## src/rtl/f7_06_op_sweeper_if.sv

```systemverilog
// Bundle between the op sweeper, its requester and the 1-bit logic unit it drives.
// The master side (requester plus logic unit) drives start, the operands and lu_result.
// The slave side (the sweeper) drives the operand, select, status and result lines.
interface f7_06_op_sweeper_if #(
   parameter int NUM_OPS = 6
);
   logic               start;
   logic               a_in;
   logic               b_in;
   logic               op_a;
   logic               op_b;
   logic               sel_00;
   logic               sel_01;
   logic               sel_02;
   logic               lu_result;
   logic               busy;
   logic               done;
   logic [NUM_OPS-1:0] result;

   modport master (
      output start, a_in, b_in, lu_result,
      input  op_a, op_b, sel_00, sel_01, sel_02, busy, done, result
   );

   modport slave (
      input  start, a_in, b_in, lu_result,
      output op_a, op_b, sel_00, sel_01, sel_02, busy, done, result
   );
endinterface

```

## src/rtl/f7_06_op_sweeper.sv

```systemverilog
// Sweeps one latched operand pair through select codes 0..NUM_OPS-1 of the
// f7_05 logic unit and collects one result bit per code, then pulses done.
//
//   state  | meaning
//   -------+-----------------------------------------------------------
//   S_IDLE | waiting for start; select held at 000, result held
//   S_RUN  | one select code per cycle; lu_result captured into result[idx]
//   S_DONE | single-cycle done pulse; start is ignored here
//
// The select lines come straight from idx_q, which is parked at 0 outside
// S_RUN, so the logic unit sees a glitch-free registered code.
module f7_06_op_sweeper #(
   parameter int NUM_OPS = 6
) (
   input  logic                   clk,
   input  logic                   rst_n,
   f7_06_op_sweeper_if.slave      sw
);

   localparam logic [2:0] IDX_LAST = 3'(NUM_OPS - 1);

   typedef enum logic [1:0] {
      S_IDLE = 2'd0,
      S_RUN  = 2'd1,
      S_DONE = 2'd2
   } state_t;

   state_t             state_q, state_d;
   logic [2:0]         idx_q, idx_d;
   logic               op_a_q, op_a_d;
   logic               op_b_q, op_b_d;
   logic               busy_q, busy_d;
   logic               done_q, done_d;
   logic [NUM_OPS-1:0] result_q, result_d;

   // State and datapath registers; reset aborts any sweep and clears the result.
   always_ff @(posedge clk or negedge rst_n) begin
      if (!rst_n) begin
         state_q  <= S_IDLE;
         idx_q    <= 3'd0;
         op_a_q   <= 1'b0;
         op_b_q   <= 1'b0;
         busy_q   <= 1'b0;
         done_q   <= 1'b0;
         result_q <= '0;
      end else begin
         state_q  <= state_d;
         idx_q    <= idx_d;
         op_a_q   <= op_a_d;
         op_b_q   <= op_b_d;
         busy_q   <= busy_d;
         done_q   <= done_d;
         result_q <= result_d;
      end
   end

   // Next-state and next-output logic; busy/done are registered from the next state.
   always_comb begin
      state_d  = state_q;
      idx_d    = idx_q;
      op_a_d   = op_a_q;
      op_b_d   = op_b_q;
      result_d = result_q;
      busy_d   = 1'b0;
      done_d   = 1'b0;

      case (state_q)
         S_IDLE: begin
            if (sw.start) begin
               op_a_d   = sw.a_in;
               op_b_d   = sw.b_in;
               idx_d    = 3'd0;
               result_d = '0;
               busy_d   = 1'b1;
               state_d  = S_RUN;
            end
         end

         S_RUN: begin
            for (int i = 0; i < NUM_OPS; i++) begin
               if (idx_q == 3'(i)) begin
                  result_d[i] = sw.lu_result;
               end
            end
            if (idx_q == IDX_LAST) begin
               idx_d   = 3'd0;
               done_d  = 1'b1;
               state_d = S_DONE;
            end else begin
               idx_d  = idx_q + 3'd1;
               busy_d = 1'b1;
            end
         end

         S_DONE: begin
            state_d = S_IDLE;
         end

         default: begin
            idx_d   = 3'd0;
            state_d = S_IDLE;
         end
      endcase
   end

   assign sw.op_a   = op_a_q;
   assign sw.op_b   = op_b_q;
   assign sw.sel_00 = idx_q[0];
   assign sw.sel_01 = idx_q[1];
   assign sw.sel_02 = idx_q[2];
   assign sw.busy   = busy_q;
   assign sw.done   = done_q;
   assign sw.result = result_q;

endmodule

```

## src/flat_wrapper.sv

```systemverilog
// flat-port wrapper written by rule: the top's interface ports become plain ports
module f7_06_op_sweeper_flat 
#(
   parameter int NUM_OPS = 6
)
  (clk, rst_n, sw_start, sw_a_in, sw_b_in, sw_lu_result, sw_op_a, sw_op_b, sw_sel_00, sw_sel_01, sw_sel_02, sw_busy, sw_done, sw_result);
  f7_06_op_sweeper_if #(.NUM_OPS(NUM_OPS)) sw_i ();
  input  logic clk;
  input  logic rst_n;
  input wire logic [$bits(sw_i.start)-1:0] sw_start;
  input wire logic [$bits(sw_i.a_in)-1:0] sw_a_in;
  input wire logic [$bits(sw_i.b_in)-1:0] sw_b_in;
  input wire logic [$bits(sw_i.lu_result)-1:0] sw_lu_result;
  output wire logic [$bits(sw_i.op_a)-1:0] sw_op_a;
  output wire logic [$bits(sw_i.op_b)-1:0] sw_op_b;
  output wire logic [$bits(sw_i.sel_00)-1:0] sw_sel_00;
  output wire logic [$bits(sw_i.sel_01)-1:0] sw_sel_01;
  output wire logic [$bits(sw_i.sel_02)-1:0] sw_sel_02;
  output wire logic [$bits(sw_i.busy)-1:0] sw_busy;
  output wire logic [$bits(sw_i.done)-1:0] sw_done;
  output wire logic [$bits(sw_i.result)-1:0] sw_result;
  assign sw_i.start = sw_start;
  assign sw_i.a_in = sw_a_in;
  assign sw_i.b_in = sw_b_in;
  assign sw_i.lu_result = sw_lu_result;
  assign sw_op_a = sw_i.op_a;
  assign sw_op_b = sw_i.op_b;
  assign sw_sel_00 = sw_i.sel_00;
  assign sw_sel_01 = sw_i.sel_01;
  assign sw_sel_02 = sw_i.sel_02;
  assign sw_busy = sw_i.busy;
  assign sw_done = sw_i.done;
  assign sw_result = sw_i.result;
  f7_06_op_sweeper #(.NUM_OPS(NUM_OPS)) u_core (.clk(clk), .rst_n(rst_n), .sw(sw_i));
endmodule
```

## config.mk

```make
export PLATFORM = sky130hd
export DESIGN_NAME = f7_06_op_sweeper_flat
export DESIGN_NICKNAME = d
export VERILOG_FILES = /design/src/rtl/f7_06_op_sweeper_if.sv /design/src/rtl/f7_06_op_sweeper.sv /design/src/flat_wrapper.sv
export SDC_FILE = /design/constraint.sdc
export NUM_CORES = 1
export LEC_CHECK = 0
export CAP_MARGIN = 40
export CORE_AREA = 10 10 47 49
export DETAILED_ROUTE_END_ITERATION = 16
export DIE_AREA = 0 0 57 59
export DONT_BUFFER_PORTS = 1
export GPL_ROUTABILITY_DRIVEN = 1
export GPL_TIMING_DRIVEN = 0
export PLACE_DENSITY = 0.74
export SLEW_MARGIN = 20
export SYNTH_ARGS = -nofsm -noshare
export SYNTH_HDL_FRONTEND = slang
export SYNTH_SLANG_ARGS = --single-unit
export TNS_END_PERCENT = 10
```

## constraint.sdc

```tcl
create_clock -name clk -period 2.2 [get_ports clk]
set_clock_uncertainty 0.2 [all_clocks]
set_input_delay 0.33 -clock clk [delete_from_list [all_inputs] [get_ports clk]]
set_output_delay 0.33 -clock clk [all_outputs]
set_load 0.03 [all_outputs]
```

# After elaboration in Yosys (flattened, before gate mapping)
# Index checks and enable logic that the tools add are counted.
# W data, S select, Z words.
[word_totals] output_inout_bits=13 regBits=15 input_bits=6 wordCells=59
[op_classes] n_eq_ne=14 addsub=1 n_mux=19 n_bitwise=1 reduce_logical=12
[op_table] op="$reduce_and A3 Y1" n=6
[op_table] op="$ne A2 B1 Y1 const B" n=6
[op_table] op="$pmux W6 S2" n=1
[op_table] op="$mux W1" n=10
[op_table] op="$pmux W3 S3" n=1
[op_table] op="$eq A3 B2 Y1 const B" n=2
[op_table] op="$eq A3 B3 Y1 const B" n=2
[op_table] op="$mux W3" n=2
[op_table] op="$mux W6" n=1
[op_table] op="$reduce_and A2 Y1" n=3
[op_table] op="$mux W2" n=2
[op_table] op="$pmux W2 S2" n=1
[op_table] op="$add A3 B1 Y3 const B" n=1
[op_table] op="$eq A3 B1 Y1 const B" n=1
[op_table] op="$logic_not A3 Y1" n=1
[op_table] op="$eq A2 B1 Y1 const B" n=1
[op_table] op="$eq A2 B2 Y1 const B" n=1
[op_table] op="$logic_not A2 Y1" n=1
[op_table] op="$ne A2 B2 Y1 const B" n=1
[op_table] op="$pmux W1 S2" n=1
[op_table] op="$reduce_bool A2 Y1" n=1
[op_table] op="$not A1 Y1" n=1

# Longest topological paths before layout
# Gate-level depths: netlist of the first run.
[depth] depth_word=3 ltp_mapped=5 mapped_depth_nobuf=5

# Worst setup path after synthesis of the first run
# OpenSTA, ideal clock, no wires.
[synth_timing] kind="register -> register" from="reg u_core.idx_q[0]" to="reg u_core.result_q[3] (netlist: u_core.sw.result[3])" path_stages_with_launch=6 n_path_buf=0 setup_ns=0.121 required_ns=1.879 slack_ns=0.624 synth_period_minus_slack_ns=1.576 arrival_time_ns=1.255 cell_sequence="dfrtp_1 > and2_1 > ha_1 > nand2_1 > o22ai_1 > a22o_1"
[synth_between] elab_chain_cells=3
[synth_rtl] element="from (decl)" line="f7_06_op_sweeper.sv:29" text="logic [2:0] idx_q, idx_d;"
[synth_rtl] element="from (signal assigned)" line="f7_06_op_sweeper.sv:48" text="idx_q <= idx_d;"
[synth_rtl] element="$eq A3 B2 Y1" line="f7_06_op_sweeper.sv:81" text="if (idx_q == 3'(i)) begin"
[synth_rtl] element="$ne A2 B1 Y1 (no source line)"
[synth_rtl] element="$reduce_and A3 Y1 (no source line)"
[synth_rtl] element="to (signal assigned)" line="f7_06_op_sweeper.sv:53" text="result_q <= result_d;"
[synth_rtl] element="to (decl)" line="f7_06_op_sweeper.sv:34" text="logic [NUM_OPS-1:0] result_q, result_d;"
# Every way passes these cells.
# A chain may end at the register's enable or synchronous reset.

# Final worst setup path of the first run
# Ends and elaborated chain as after synthesis.

==> summary by stage, run 1 <==
Yosys
A synthesized cell averages 11.4 um^2. Counting flops and latches in the post-synthesis netlist gives 15. The number of instances in the synthesized netlist is 60.

sky130_fd_sc_hd__dfrtp_1 takes more of the synthesized area than any other cell. The net count after synthesis is 67. By area the synthesized netlist is led by sky130_fd_sc_hd__dfrtp_1, sky130_fd_sc_hd__nand2_1, sky130_fd_sc_hd__mux2i_1, sky130_fd_sc_hd__mux2_4, sky130_fd_sc_hd__o2bb2ai_1. The share of synthesized area in the top cell type comes to 54.6%. The most common cell in the synthesized netlist is sky130_fd_sc_hd__dfrtp_1.

Among all flip-flop cells after synthesis, the most frequent one is sky130_fd_sc_hd__dfrtp_1. The commonest cells after synthesis are sky130_fd_sc_hd__dfrtp_1, sky130_fd_sc_hd__nand2_1, sky130_fd_sc_hd__inv_1. The mapped cell area is 687 um^2.

The sequential-to-total area share from yosys stat is 54.6%. The yosys synthesis warning count is 0. The number of synthesized flops with an enable pin is 0. The netlist uses 27 different library cells. The proportion of register bits with asynchronous set or reset after synthesis is 100%.

STA
The fmax is 599 MHz. Summed over all failing endpoints, the final setup total negative slack is 0 ps. The max-slew violation count is 0. In the finished design, the share of the clock period the worst path needs comes to 75.9%. The post-route worst setup slack is 530 ps.

The slew of the pin with the lowest slew margin is 679 ps. Setup repair after global routing left no endpoint under its margin. The total count of hold-check failures in the final report is 0. The tightest hold path in the finished design has a slack of 17.0 ps.

The minimum clock period after layout is 1670 ps. Setup violations remaining at the end of the flow were counted as 0. Measured against its own limit, the worst slew margin works out to 54.6%.

Power
The design draws 1.17 mW. The standby leakage power is 0.349 nW. The worst supply voltage drop on vdd is 0.786 mV. Power spread over the standard cell area amounts to 1530 nW/um^2.

CTS
The count of H-tree levels built during CTS is 1. The later pin in the worst-skew pair is clocked with a latency of 270 ps. TritonCTS built the clock tree. The clock sink count is 15. CTS placed an instance of sky130_fd_sc_hd__clkbuf_4 at the clock tree root. The maximum buffer depth of the clock tree is 2. Clock-pin slew was measured on the worst setup and hold paths at 80 ps.

The TritonCTS buffer count is 3.

Setup path
Walking the worst path, the cells encountered are and2_1 -> ha_1 -> nand2_1 -> o22ai_1 -> a22o_1. The required time of the worst setup path is 2170 ps. Data on the critical path arrives at its endpoint at 1640 ps. For flop-to-flop paths, the worst setup slack is 530 ps. The slowest cell on the critical path is sky130_fd_sc_hd__dfrtp_1. The element type at the critical path start is a register. The kind of end point of the critical path is a register.

The critical path buffer and inverter count is 0. The critical path in this run is classified as register to register. In this design, the stage delay of the slowest critical-path cell is 560 ps. The highest fanout seen on the critical path is 8.

The cell type group with the largest total delay on the critical path is flip-flops.

Final layout
The ratio of cells with drive above 1 in the final layout is 10.4%. The final core utilization is 54.5%. The number of nets in the layout is 75. 0 antenna diodes ended up in the layout. Compared with the post-synthesis result, the final layout area differs by 11.1%.

Die
The total area inside the core boundary comes to 1400 um^2. The starting density of the core is 49.0%. In this run the core area contains 14 standard-cell rows. From left edge to right edge, the die measures 57 um. The die covers 3360 um^2. The height of the die is 59 um. The top-level I/O count is 19.

Route
The wire length on met3 is 146 um. The number of iterations in the first detailed-routing pass is 4. The sum of met2 wire segment lengths after detailed routing is 681 um.

The number of vias per cell is 5.72. The sum of routed wire length over all layers is 1410 um. The via count is 475. The length of routed wiring on met1 is 556 um. The remaining routing DRC violations is 0. The first routing iteration left 6 violations. The top metal layer carrying routed signals is met4. The detail-routed net length per standard cell is 17.0 um. Once detail routing completed, the nets flagged for antenna violations numbered 0.

GRT
The largest net degree at the start of global routing is 16. The via count of the first global-routing pass was 455. The total overflow left after global routing is 0. The number of antenna violations at the first check in global routing was 0. The wire length of the first global-routing pass is 2250 um. The global-route usage over all layers is 8.47%.

Place
At the end of routability-driven placement, the weighted congestion stood at 0.769. The worst-case setup slack after placement is 540 ps. The number of port buffers is 0.

Flow run
Max-cap violations in this run came to 0.

Hold path
In this run the worst hold path is classified as input pin to register.

Run status
The flow ran to the end, and the final reports show no timing, DRC or antenna violations.
## where the power goes
group	internal, mW	switching [mW]
Clock	0.0702	0.0799
Combinational	0.174	0.160
Sequential	0.379	0.306
## routing by layer
metal | track usage [%] | vias up
li1 | - | 228
met1 | 8.07 | 223
met2 | 14.3 | 19
met3 | 4.72 | 5
met4 | 4.70 | 0
met5 | 0 | -
## path summary, 6_finish.rpt
path / startpoint / to / cells after the start
worst min-delay path: sw_lu_result / u_core.sw.result[1] / 2
worst min register to register: u_core.state_q[0] / u_core.sw.result[1] / 2
min in group asynchronous: rst_n / u_core.idx_q[0] / 1
max in group asynchronous: rst_n / u_core.sw.busy / 1
worst max-delay path: u_core.idx_q[0] / u_core.sw.result[3] / 5
worst max register to register: u_core.idx_q[0] / u_core.sw.result[3] / 5
## registers in the layout, indices dropped and copies added (netlist names)
register and flops:
u_core.state_q 2, u_core.sw.op_a 1, u_core.sw.result 6, u_core.sw.op_b 1
u_core.sw.busy 1, u_core.sw.done 1, u_core.idx_q 3
## stage by stage
stage,std cells,instance area (um^2)
5_1_grt,83,763
4_1_cts,81,743
2_1_floorplan,60,687
3_3_place_gp,76,707
6_report,83,763
3_5_place_dp,76,707
## layout make-up
type,instances,area (um^2)
tap,16,20.0
fill,126,638
clock buffer,4,26.3
buffer,1,11.3
inverter,4,15.0
sequential,15,375
multi-input combinational,40,285
timing repair buffer,3,30.0
## cell families (layout without fill, tap and decap cells)
group,after synthesis,in the layout,synth area share (%)
simple gates,23,23,18.8
flops,15,15,54.6
compound gates,10,10,10.6
mux,6,6,10.4
buf+inv,5,12,3.82
fa+ha+maj,1,1,1.82
## placed cells by master, fill, tap and decap left out
cell type and count:
sky130_fd_sc_hd__and2_1 1, sky130_fd_sc_hd__buf_6 1, sky130_fd_sc_hd__inv_1 4, sky130_fd_sc_hd__or3b_1 1, sky130_fd_sc_hd__and2b_1 2, sky130_fd_sc_hd__a21oi_1 2, sky130_fd_sc_hd__nand2b_1 1, sky130_fd_sc_hd__o21ai_1 1
sky130_fd_sc_hd__dlygate4sd3_1 3, sky130_fd_sc_hd__nand2_1 10, sky130_fd_sc_hd__nor3b_1 1, sky130_fd_sc_hd__nor2_1 2, sky130_fd_sc_hd__nand3_1 1, sky130_fd_sc_hd__and4_1 1, sky130_fd_sc_hd__o21bai_1 1, sky130_fd_sc_hd__nand3b_1 1
sky130_fd_sc_hd__mux2i_1 3, sky130_fd_sc_hd__mux2_4 2, sky130_fd_sc_hd__nor4_1 1, sky130_fd_sc_hd__a22o_1 1, sky130_fd_sc_hd__o2bb2ai_1 2, sky130_fd_sc_hd__dfrtp_1 15, sky130_fd_sc_hd__mux2_2 1, sky130_fd_sc_hd__and4bb_1 1
sky130_fd_sc_hd__a32o_1 1, sky130_fd_sc_hd__o22ai_1 1, sky130_fd_sc_hd__clkbuf_4 3, sky130_fd_sc_hd__ha_1 1, sky130_fd_sc_hd__clkbuf_1 1, sky130_fd_sc_hd__o211ai_1 1
## repair_timing
| item | CTS | global route |
|---|---|---|
| buffers inserted | 0 | 0 |
| hold endpoints to repair | 15 | 2 |
| gates resized for setup | 0 | 0 |
| hold buffers | 1 | 2 |
(Power assumes the default switching activity.)
==> inputs of run 2 (changes only) <==
Clock period 2.2 ns to 1.57 ns, I/O delays scaled along.
==> run 2 against run 1 <==
Net effect: sequential power is 40% higher; clock-buffer cell count down 1; hold slack worse by 13 ps; power is 47% higher; utilization is 3.4 points higher; via count is 2.3% higher; largest power group unchanged.
==> summary by stage, run 2 (same netlist as run 1, synthesis figures left out) <==
Run status
The run finished with clean final reports.

CTS
The count of H-tree levels built during CTS came to 1 (unchanged). The TritonCTS buffer count is 3 (unchanged). The tree is rooted in a sky130_fd_sc_hd__clkbuf_4. The clock latency on the worst-skew pair was 280 ps (about the same).

TritonCTS built the clock tree. The maximum buffer depth of the clock tree came to 2 (unchanged). The clock transition time at the flip-flop clock pins of the worst setup and hold paths is 90 ps (about the same). The clock sink count is 15 (unchanged).

Hold path
The worst min-delay path class is input pin to register. The hold-critical path depth was 3 (+1). The path with the worst hold slack has its endpoint at u_core.sw.result[1]. The origin of the worst min-delay path is sw_start.

Place
The number of port buffers came to 0 (unchanged). The final weighted congestion of routability-driven global placement is 0.746 (-3.0%). The total half-perimeter wirelength after legalization and detailed placement is 1040 um. The instance area at placement came to 708 um^2 (+0.18%).

STA
The share of the clock period used by the worst path after layout was 96.6% (+21 points). The worst hold margin is 3.94 ps (-13.0 ps). The max-slew violation count came to 0 (unchanged).

The total count of hold-check failures in the final report is 0 (unchanged). Setup repair after global routing left no endpoint under its margin. The count of endpoints failing setup in the final report is 0 (unchanged). The slew of the pin with the lowest slew margin is 657 ps (-21.9 ps). The fmax is 660 MHz (+10%).

The minimum clock period after layout is 1520 ps (-153 ps). The headroom to the max-slew limit was 56.1% (+1.5 points).

GRT
The via count of the first global-routing pass is 522 (+15%). The largest net degree at the start of global routing is 16 (unchanged). The global-route usage over all layers is 9.09% (+0.62 points). The residual overflow from global routing was 0 (unchanged). The number of antenna violations at the first check in global routing is 0 (unchanged). The wire length of the first global-routing pass came to 2460 um (+9.5%).

Final layout
The ratio of cells with drive above 1 in the final layout was 22.9% (+12 points). The number of flip-flops under the largest register name is 6 (unchanged). Leaving out fill and tap cells, the most frequent cell in the layout is sky130_fd_sc_hd__dfrtp_1. The final antenna diode count is 0 (unchanged). The library cells used most frequently in the layout, excluding fill and tap cells, are sky130_fd_sc_hd__dfrtp_1, sky130_fd_sc_hd__nand2_1, sky130_fd_sc_hd__inv_1, sky130_fd_sc_hd__dlygate4sd3_1, sky130_fd_sc_hd__dfrtp_2.

The sequential cell area is 380 um^2 (+1.3%). The post-route cell area came to 811 um^2 (+6.2%). The area occupied by multi-input gates was 303 um^2 (+6.1%). The number of inserted filler cells in the final layout was 117 (-7.1%). From synthesis to final layout, the design area changed by 18.0%. The number of nets in the layout came to 78 (+4.0%).

Route
The number of routed nets with antenna violations is 0 (unchanged). The DRC violation total after the first TritonRoute iteration was 11 (+5). The remaining routing DRC violations is 0 (unchanged). The sum of routed wire length over all layers was 1500 um (+6.7%).

The via count is 486 (+2.3%). The number of vias per cell was 5.65 (-1.3%). The detail-routed net length per standard cell is 17.5 um (+3.0%). The number of iterations in the first detailed-routing pass was 4 (unchanged).

Die
The top-level I/O count is 19 (unchanged). The width of the die is 57 um (unchanged). The height of the die is 59 um (unchanged). The overall die area is 3360 um^2 (unchanged). The number of core rows is 14 (unchanged). The core outline area was 1400 um^2 (unchanged).

The starting density of the core is 49.0% (unchanged).

Setup path
The type of the setup path with the least slack is register to register. The kind of end point of the critical path is a register. The worst register-to-register path begins at u_core.idx_q[0].

The data arrival time of the worst path is 1490 ps (-150 ps). The setup slack of the most critical reg-to-reg path is 50 ps (-480 ps). The highest fanout seen on the critical path is 8 (unchanged). STA classifies the critical path startpoint as a register. The required time of the worst setup path is 1540 ps (-630 ps).

The worst register-to-register path ends at u_core.sw.result[3]. The number of cells on the worst reg-to-reg path came to 5 (unchanged).

Power
The power density normalized to cell area is 2110 nW/um^2 (+38%). The standby leakage power is 0.363 nW (+3.9%). The final total power is 1.71 mW (+47%). The worst supply voltage drop on vdd came to 0.977 mV (+24%).

Flow run
The number of maximum-capacitance constraint violations is 0 (unchanged).
## run 2: power breakdown
part | internal (mW) | total (mW) | leakage, nW | switching [mW]
sequential | 0.541 | 0.956 | 0.187 | 0.414
clock | 0.0945 | 0.212 | 0.0177 | 0.118
combinational | 0.285 | 0.546 | 0.158 | 0.262
total | 0.920 | 1.71 | 0.363 | 0.794
## run 2: stage by stage
step	setup slack [ps]	instances	TNS [ps]	utilization, %
after floorplan	12.3	60	0	-
after detailed placement	-93.8	76	-136	50.5
after CTS	-15.5	85	-29.8	56.6
final	53.8	86	0	57.9
after global placement	-46.6	76	-67.4	50.5
after global routing	8.01	86	0	57.9
## run 2: area by class of cell
class,count,share of cell area [%]
timing repair buffer,7,8.02
inverter,4,1.85
multi-input combinational,40,37.3
tap,16,2.47
clock inverter,1,0.617
clock buffer,3,2.78
sequential,15,46.9
## run 2: worst max-delay path, stage by stage, from the launching register on
cell and delay, ps:
sky130_fd_sc_hd__dfrtp_2 520, sky130_fd_sc_hd__and2_4 210, sky130_fd_sc_hd__ha_4 150, sky130_fd_sc_hd__nand2_1 60, sky130_fd_sc_hd__o22ai_1 70, sky130_fd_sc_hd__a22o_1 210
## run 2: worst max-delay path by stage
stage	slack [ps]	cells after the start	start	end
3_3_place_gp	-50	5	u_core.idx_q[1]	u_core.sw.result[3]
5_1_grt	8	5	u_core.idx_q[0]	u_core.sw.result[3]
4_1_cts	-20	3	u_core.state_q[0]	u_core.sw.op_a
6_report	50	5	u_core.idx_q[0]	u_core.sw.result[3]
3_5_place_dp	-90	5	u_core.idx_q[2]	u_core.sw.result[3]
2_1_floorplan	10	5	u_core.idx_q[1]	u_core.sw.result[3]
## run 2: per-layer routing
layer	up-vias	part of all wire [%]	track usage (%)
li1	235	-	-
met1	233	38	9.19
met2	16	51	14.4
met3	2	11	4.72
met4	0	0.60	6.04
met5	-	0	0
## run 2: what timing repair did
action / 4_1_cts / 5_1_grt
resized for setup: 6 / 3
hold buffers: 4 / 0
endpoints found under the hold margin: 22 / 0
endpoints found under the setup margin: 3 / 4
pin swaps: 1 / 3
buffers inserted: 1 / 2
==> inputs of run 3 (changes only) <==
Settings changed: CTS_BUF_LIST from default to sky130_fd_sc_hd__clkbuf_16.
==> run 3 against run 2 <==
Net effect: global-route usage decreased by 0.087 points; wire length decreased by 0.60%; worst setup slack got worse by 33 ps; critical path type unchanged; clock power increased by 130%; die area unchanged; critical path depth decreased by 2; via count decreased by 2.3%; sequential share of layout area decreased by 3.6 points; clock-buffer cell count unchanged.
==> summary by stage, run 3 (same netlist as run 1, synthesis figures left out) <==
Run status
The run finished with clean final reports.

Route
The number of routed nets with antenna violations is 0 (unchanged). The detail-routed net length per standard cell is 16.8 um (-4.0%). The sum of routed wire length over all layers is 1490 um (-0.60%).

The DRC violation total after the first TritonRoute iteration is 3 (-8). The number of vias per cell is 5.34 (-5.6%). The via count was 475 (-2.3%). The number of iterations in the first detailed-routing pass came to 4 (unchanged).

The remaining routing DRC violations came to 0 (unchanged).

Setup path
On the critical path the largest part of the delay comes from flip-flops. The worst setup path is launched from a register. The slowest cell on the critical path is sky130_fd_sc_hd__dfrtp_2.

The worst setup path is captured at a register. The required time of the worst setup path was 1490 ps (-50 ps). The critical path buffer and inverter count is 1 (+1).

The highest fanout seen on the critical path is 7 (-1). The type of the setup path with the least slack is register to register. The data arrival time of the worst path is 1470 ps (-20 ps). The peak per-stage delay on the critical path is 400 ps (-120 ps). Walking the worst path, the cells encountered are or3b_4 -> buf_6 -> mux2_4.

Power
The final total power is 2.01 mW (+17%). The worst supply voltage drop on vdd is 1.14 mV (+17%). The power density normalized to cell area came to 2290 nW/um^2 (+8.4%).

The standby leakage power is 0.402 nW (+11%).

CTS
The count of H-tree levels built during CTS is 1 (unchanged). The TritonCTS clock tree is done. The clock transition time at the flip-flop clock pins of the worst setup and hold paths is 50 ps (-40 ps). The clock sink count was 15 (unchanged). The maximum buffer depth of the clock tree is 2 (unchanged).

Clock tree synthesis selected as its root buffer the cell sky130_fd_sc_hd__clkbuf_16. The clock latency on the worst-skew pair came to 240 ps (-40 ps). The TritonCTS buffer count came to 3 (unchanged).

Die
The number of core rows is 14 (unchanged). The starting density of the core was 49.0% (unchanged). The overall die area is 3360 um^2 (unchanged). The width of the die is 57 um (unchanged). The height of the die is 59 um (unchanged).

The core outline area was 1400 um^2 (unchanged). The top-level I/O count is 19 (unchanged).

STA
The slew of the pin with the lowest slew margin is 673 ps (+16.9 ps). The share of the clock period used by the worst path after layout came to 98.7% (+2.1 points). The count of endpoints failing setup in the final report is 0 (unchanged).

The fmax came to 645 MHz (-2.2%). The total count of hold-check failures in the final report came to 0 (unchanged). The max-slew violation count was 0 (unchanged). Setup repair after global routing could not meet its margin everywhere. The minimum clock period after layout was 1550 ps (+33.4 ps). The headroom to the max-slew limit is 55.0% (-1.1 points).

Final layout
The post-synthesis to final-layout area growth is 27.9%. The number of nets in the layout was 81 (+3.8%). The post-route cell area is 878 um^2 (+8.3%).

The most common library cell in the layout ignoring fill and taps is sky130_fd_sc_hd__dfrtp_1. The final core utilization is 62.7% (+4.8 points). In the layout the commonest cells are sky130_fd_sc_hd__dfrtp_1, sky130_fd_sc_hd__nand2_1.

The ratio of cells with drive above 1 in the final layout is 26.0% (+3.2 points). The final antenna diode count is 0 (unchanged). The number of flip-flops under the largest register name is 6 (unchanged).

GRT
The wire length of the first global-routing pass was 2490 um (+1.1%). The global-route usage over all layers came to 9.00% (-0.087 points). The residual overflow from global routing is 0 (unchanged).

The number of antenna violations at the first check in global routing is 0 (unchanged). The largest net degree at the start of global routing is 16 (unchanged). The via count of the first global-routing pass is 519 (-0.57%).

Place
The total half-perimeter wirelength after legalization and detailed placement came to 1040 um (unchanged). The instance area at placement came to 708 um^2 (unchanged). The number of port buffers was 0 (unchanged). The final weighted congestion of routability-driven global placement is 0.746 (unchanged).

Hold path
The worst min-delay path class is input pin to register.

Flow run
The number of maximum-capacitance constraint violations is 0 (unchanged).
## run 3: power by group
group	internal (mW)	switching [mW]
logic	0.308	0.268
registers	0.544	0.407
clock network	0.339	0.148
total	1.19	0.823
## run 3: through the flow
| stage | std cells | TNS (ps) | hold WS (ps) | setup WS (ps) |
|---|---|---|---|---|
| after detailed placement | 76 | -136 | -260 | -93.8 |
| after global routing | 89 | -15.0 | 62.0 | -8.81 |
| after CTS | 85 | -25.2 | 52.1 | -14.8 |
| after floorplan | 60 | 0 | -260 | 12.3 |
| after global placement | 76 | -67.4 | -260 | -46.6 |
| final | 89 | 0 | 44.4 | 20.4 |
## run 3: what timing repair did
action	CTS	global route
hold endpoints to repair	20	0
endpoints found under the setup margin	3	3
cloned	0	0
hold buffers	4	0
pin swaps	1	3
gates resized for setup	6	1
buffers inserted	1	4
## run 3: area by class of cell
type / count / area, um^2
multi-input cells: 40 / 293
clock inverters: 1 / 5.00
clock buffers: 3 / 75.1
repair buffers: 9 / 78.8
plain buffers: 1 / 11.3
well taps: 16 / 20.0
inverters: 4 / 15.0
fillers: 107 / 523
flip-flops and latches: 15 / 380
## run 3: layer usage
layer	routed length, um	track usage, %	share of wire, %
met5	0	0	0
met4	0	3.02	0
met3	158	5.36	11
met2	727	14.3	49
met1	605	9.80	41
## run 3: worst register-to-register path, stage by stage, from the launching register on
cell and delay, ps:
sky130_fd_sc_hd__dfrtp_2 400, sky130_fd_sc_hd__or3b_4 400, sky130_fd_sc_hd__buf_6 140, sky130_fd_sc_hd__mux2_4 290
## run 3: path summary, 6_finish.rpt
path                                    from                 to  slack (ps)  depth (start not counted)
setup / recovery           u_core.state_q[0]     u_core.sw.op_a          20                          3
hold / removal                      sw_start    u_core.idx_q[2]          40                          2
setup reg to reg           u_core.state_q[0]     u_core.sw.op_a          20                          3
hold reg to reg            u_core.state_q[0]  u_core.state_q[0]         490                          3
max in group asynchronous              rst_n  u_core.state_q[0]         420                          1
min in group asynchronous              rst_n    u_core.idx_q[0]         270                          1
